===== config.mk =====
export PLATFORM = sky130hd
export DESIGN_NAME = rr_mux4_arbiter
export DESIGN_NICKNAME = d
export VERILOG_FILES = /design/src/rtl/rr_mux4_arbiter.sv
export SDC_FILE = /design/constraint.sdc
export NUM_CORES = 1
export LEC_CHECK = 0
export ABC_AREA = 1
export BUFFER_PORTS_ARGS = -buffer_cell sky130_fd_sc_hd__buf_2
export CAP_MARGIN = 30
export CORE_ASPECT_RATIO = 0.7
export CORE_MARGIN = 2
export CORE_UTILIZATION = 45
export DETAILED_ROUTE_END_ITERATION = 10
export GPL_TIMING_DRIVEN = 0
export PLACE_DENSITY = 0.79
export SKIP_CTS_REPAIR_TIMING = 1
export SLEW_MARGIN = 20
export SYNTH_ARGS = -nofsm -noshare
export SYNTH_HDL_FRONTEND = slang
export SYNTH_SLANG_ARGS = --single-unit

===== constraint.sdc =====
create_clock -name clk -period 2.26 [get_ports clk]
set_input_delay 0.565 -clock clk [delete_from_list [all_inputs] [get_ports clk]]
set_output_delay 0.565 -clock clk [all_outputs]
set_load 0.1 [all_outputs]

===== src/rtl/rr_mux4_arbiter.sv =====
// Round-robin arbiter and select sequencer for a shared 4:1 mux with
// valid/ready output handshake and a per-grant burst cap.
module rr_mux4_arbiter #(
    parameter int unsigned W         = 8,
    parameter int unsigned MAX_BURST = 4
) (
    input  logic         clk,
    input  logic         rst_n,
    input  logic [3:0]   req,
    input  logic [W-1:0] a,
    input  logic [W-1:0] b,
    input  logic [W-1:0] c,
    input  logic [W-1:0] d,
    input  logic         out_ready,
    output logic [3:0]   gnt,
    output logic [1:0]   sin,
    output logic [W-1:0] f,
    output logic         out_valid,
    output logic         busy
);

    localparam int unsigned CW   = $clog2(MAX_BURST + 1);
    localparam logic [CW-1:0] LAST = CW'(MAX_BURST - 1);

    typedef enum logic {
        S_IDLE  = 1'b0,
        S_GRANT = 1'b1
    } state_t;

    state_t        state_q;
    logic [3:0]    gnt_q;
    logic [1:0]    sin_q;
    logic [1:0]    ptr_q;
    logic [CW-1:0] cnt_q;

    logic          req_sel;
    logic          beat;
    logic          release_now;
    logic          arbitrate;
    logic [1:0]    ptr_d;
    logic [1:0]    cand;
    logic          pick_found;
    logic [1:0]    pick_idx;

    assign busy      = (state_q == S_GRANT);
    assign gnt       = gnt_q;
    assign sin       = sin_q;
    assign out_valid = busy & req_sel;

    // Handshake, release detection and round-robin search from the effective pointer
    always_comb begin
        req_sel     = req[sin_q];
        beat        = busy & req_sel & out_ready;
        release_now = busy & (~req_sel | (beat & (cnt_q == LAST)));
        arbitrate   = ~busy | release_now;
        ptr_d       = release_now ? (sin_q + 2'd1) : ptr_q;
        pick_found  = 1'b0;
        pick_idx    = ptr_d;
        cand        = ptr_d;
        // Walk from farthest to nearest so the nearest requester wins
        for (int k = 3; k >= 0; k--) begin
            cand = ptr_d + 2'(k);
            if (req[cand]) begin
                pick_found = 1'b1;
                pick_idx   = cand;
            end
        end
    end

    // Grant FSM: arbitrate when idle or releasing, otherwise count accepted beats
    always_ff @(posedge clk) begin
        if (!rst_n) begin
            state_q <= S_IDLE;
            gnt_q   <= 4'd0;
            sin_q   <= 2'd0;
            ptr_q   <= 2'd0;
            cnt_q   <= '0;
        end else if (arbitrate) begin
            ptr_q <= ptr_d;
            cnt_q <= '0;
            if (pick_found) begin
                state_q <= S_GRANT;
                gnt_q   <= 4'(4'd1 << pick_idx);
                sin_q   <= pick_idx;
            end else begin
                state_q <= S_IDLE;
                gnt_q   <= 4'd0;
            end
        end else if (beat) begin
            cnt_q <= cnt_q + CW'(1);
        end
    end

    // Output mux, forced to zero while idle
    always_comb begin
        f = '0;
        if (busy) begin
            unique case (sin_q)
                2'd0: f = a;
                2'd1: f = b;
                2'd2: f = c;
                2'd3: f = d;
                default: f = '0;
            endcase
        end
    end

endmodule


==> impl_results.rst <==
.. list-table::
   :header-rows: 1

   * - Metric
     - Value
   * - Beginning of the worst hold path
     - gnt[0]
   * - Final ANT Viol Nets
     - 0
   * - Setup slack after layout
     - -0.1763 ns
   * - Highest Clock Rate
     - slightly above 0.4 GHz
   * - Violations in the final reports
     - setup timing
   * - TritonCTS sink count
     - 12
   * - Post-DR wirelength/cell
     - ~17 microns
   * - Cell count after synthesis
     - 190
   * - Detailed router's first-iteration violation count
     - 76
   * - Clk pin slew, worst setup/hold paths
     - around 0.070 ns
   * - Net Count, Synth
     - 235
   * - FF/Latch Area
     - roughly 250 sq um
   * - Count of fill cells added during filler insertion
     - 88
   * - Total Die Area
     - ~2800 sq um
   * - CP max FO
     - 6
   * - Total vias in the final route
     - 1582
   * - Number of global-route vias before repair
     - 1305
   * - Portion of synthesized cell area occupied by the leading cell type
     - 0.2400
   * - GRT overflow
     - 0
   * - RSZ-0062 raised after global routing
     - true
   * - Worst-skew pair later-pin latency
     - 0.27 ns
   * - Share of the cycle needed by the critical path after routing
     - 1.078
   * - Cell row count
     - 14
   * - Die Width
     - 62.96 microns
   * - Clock tree from TritonCTS
     - built
   * - Startpoint type of the worst setup path
     - register
   * - Boundary Pins
     - 55
   * - Fin crit period
     - 2.436 ns
   * - First-pass GRT wire length
     - about 5.7 mm
   * - Core ar.
     - around 2200 sq um
   * - Data arrival time of the critical path
     - 2.64 ns
   * - Average vias per placed instance
     - approximately 5.6
   * - Area of the multi-input gates
     - about 1200 sq um
   * - Library cell with the largest summed area after synthesis
     - sky130_fd_sc_hd__nand2_1
   * - Antenna diode instance count
     - 0
   * - Warnings, synthesis
     - 0
   * - Reg-to-reg startpoint
     - cnt_q[1]
   * - TritonCTS buffer count
     - 3
   * - Starting utilization of the core area
     - 0.4921
   * - Largest net degree at the start of global routing
     - 11
   * - Antenna violations before repair
     - 0
   * - Total of endpoints with negative setup slack in the final report
     - 7
   * - Die height
     - 45.27 microns
   * - Largest cells by area after synthesis
     - sky130_fd_sc_hd__nand2_1, sky130_fd_sc_hd__dfxtp_1, sky130_fd_sc_hd__nand3_1, sky130_fd_sc_hd__inv_1, sky130_fd_sc_hd__ha_1
   * - Number of distinct library cells after synthesis
     - 22
   * - Setup WS pre-CTS
     - -0.3288 ns
   * - Total number of nets in the final design
     - 296
   * - Layout cells sized above 1
     - 0.5720
   * - Final hold vios
     - 0
   * - Critical path data required time
     - approximately 2.5 ns
   * - Class of the tightest hold or removal check
     - reg2reg
   * - Part of the Yosys area used for sequential elements
     - 0.2194
   * - Total iterations of the first detailed-routing run
     - 4
   * - Beginning of the critical path
     - cnt_q[1]
   * - Routability cong.
     - just over 0.8
   * - Count of unresolved DRC violations after routing
     - 0
   * - #FFs+latches synth
     - 12
   * - Wirelength, routed
     - 4.719 mm
   * - Relative slew slack
     - 0.6655
   * - Port buffer count
     - 54
   * - Post-route clock skew
     - 0.0005880 ns
   * - H-tree depth reported by CTS
     - 1
   * - Pin slew with the least headroom to its limit
     - 0.5017 ns
   * - Mean Syn Cell Area
     - slightly below 6 sq um
   * - Cell area after synthesis
     - 1095 sq um
   * - Max cap viols
     - 0
   * - Clock tree root buffer cell
     - sky130_fd_sc_hd__clkbuf_4
   * - Total half-perimeter wirelength after legalization and detailed placement
     - between 2 and 3 mm
   * - Layout Area Growth over Synthesis
     - 85.49%
   * - Maximum clock insertion buffer count
     - 2
   * - Status
     - complete, but fails checks
   * - Start-to-end type of the worst setup path
     - reg2reg
   * - All-layer global routing usage
     - 0.2529
   * - Critical Path Sink Type
     - register
   * - Final number of max-transition violations
     - 0
## critical path, cell delays in order (launching register included)
cell and delay, ns:
sky130_fd_sc_hd__dfxtp_2 0.36, sky130_fd_sc_hd__ha_4 0.14, sky130_fd_sc_hd__ha_4 0.11, sky130_fd_sc_hd__inv_2 0.04, sky130_fd_sc_hd__o31ai_4 0.42, sky130_fd_sc_hd__nand3b_1 0.18
sky130_fd_sc_hd__nand2_2 0.21, sky130_fd_sc_hd__nand2_2 0.10, sky130_fd_sc_hd__nand2_4 0.10, sky130_fd_sc_hd__nand2_2 0.06, sky130_fd_sc_hd__nand2_2 0.09, sky130_fd_sc_hd__nand2_2 0.06
sky130_fd_sc_hd__nand2_2 0.07, sky130_fd_sc_hd__nand2_2 0.07, sky130_fd_sc_hd__nand2_4 0.07, sky130_fd_sc_hd__nand3_1 0.11, sky130_fd_sc_hd__o21ai_1 0.16
## final cells by class
type | instances | area share
clock buffer | 3 | 0.01109
timing repair buffer | 57 | 0.1990
buffer | 4 | 0.01417
tap | 32 | 0.01972
multi-input combinational | 150 | 0.5816
inverter | 23 | 0.04744
clock inverter | 1 | 0.001848
sequential | 12 | 0.1251
## stage by stage
stage               instance area [sq um]  std cells    util  hold WS [ns]  setup TNS (ns)
finish                               2031        282  0.9128        0.4612         -0.7760
detailed placement                   1584        276  0.7120        0.4372          -1.888
global route                         2031        282  0.9128        0.4902          -1.894
global placement                     1584        276  0.7120        0.4322          -1.537
CTS                                  1610        280  0.7238        0.4532          -2.943
floorplan                            1274        190       -        0.5007         -0.1830
## logic make-up (layout without fill, tap and decap cells)
| kind of cell | after synthesis | in the layout | synth area share |
|---|---|---|---|
| XOR/XNOR | 1 | 1 | 0.008001 |
| multiplexers | 1 | 1 | 0.01028 |
| flip-flops | 12 | 12 | 0.2194 |
| adder cells (fa/ha/maj) | 6 | 6 | 0.06857 |
| buffers and inverters | 28 | 88 | 0.09601 |
| AO/OA/AOI/OAI | 35 | 35 | 0.1897 |
| AND/OR/NAND/NOR | 107 | 107 | 0.4080 |
## flip-flops by register name (all words and copies together), names as in the netlist
register	flops
busy	1
cnt_q	3
gnt	4
ptr_q	2
sin	2
## cells in the final DEF, fill, tap and decap left out, drive strengths merged, types with 5 or more instances in the layout
master	n
o21ai	13
dfxtp	12
clkbuf	5
buf	59
nor2	12
ha	6
nand3	17
nand2	75
a21oi	12
inv	23
a31oi	8
## synthesized netlist by cell type
| cell | n |
|---|---|
| sky130_fd_sc_hd__a21oi_2 | 1 |
| sky130_fd_sc_hd__nand2_1 | 70 |
| sky130_fd_sc_hd__o21ai_0 | 11 |
| sky130_fd_sc_hd__nor2_1 | 11 |
| sky130_fd_sc_hd__a21oi_1 | 11 |
| sky130_fd_sc_hd__nand2_2 | 5 |
| sky130_fd_sc_hd__nand3b_1 | 1 |
| sky130_fd_sc_hd__clkbuf_1 | 2 |
| sky130_fd_sc_hd__and2_1 | 2 |
| sky130_fd_sc_hd__o21ai_1 | 2 |
| sky130_fd_sc_hd__inv_2 | 2 |
| sky130_fd_sc_hd__o31ai_4 | 1 |
| sky130_fd_sc_hd__buf_1 | 3 |
| sky130_fd_sc_hd__o21bai_1 | 1 |
| sky130_fd_sc_hd__mux2_2 | 1 |
| sky130_fd_sc_hd__nand3_1 | 17 |
| sky130_fd_sc_hd__inv_1 | 21 |
| sky130_fd_sc_hd__xor2_1 | 1 |
| sky130_fd_sc_hd__nor2_2 | 1 |
| sky130_fd_sc_hd__dfxtp_1 | 12 |
| sky130_fd_sc_hd__ha_1 | 6 |
| sky130_fd_sc_hd__a31oi_1 | 8 |
## per-layer routing
metal,GRT usage,wire length (microns),vias to the layer above
li1,-,-,734
met4,0.02222,179,0
met1,0.3369,1808,723
met3,0.05237,390,20
met5,0,0,-
met2,0.4468,2341,105
## final timing paths
kind | to | slack, ns | cells past startpoint
setup / recovery | gnt[3] | -0.18 | 16
hold / removal | gnt[0] | 0.46 | 2
setup reg to reg | gnt[3] | -0.18 | 16
hold reg to reg | gnt[0] | 0.46 | 2
Power is not shown: default switching activity piles up to over one toggle a cycle in this logic, so the estimate is an artifact.
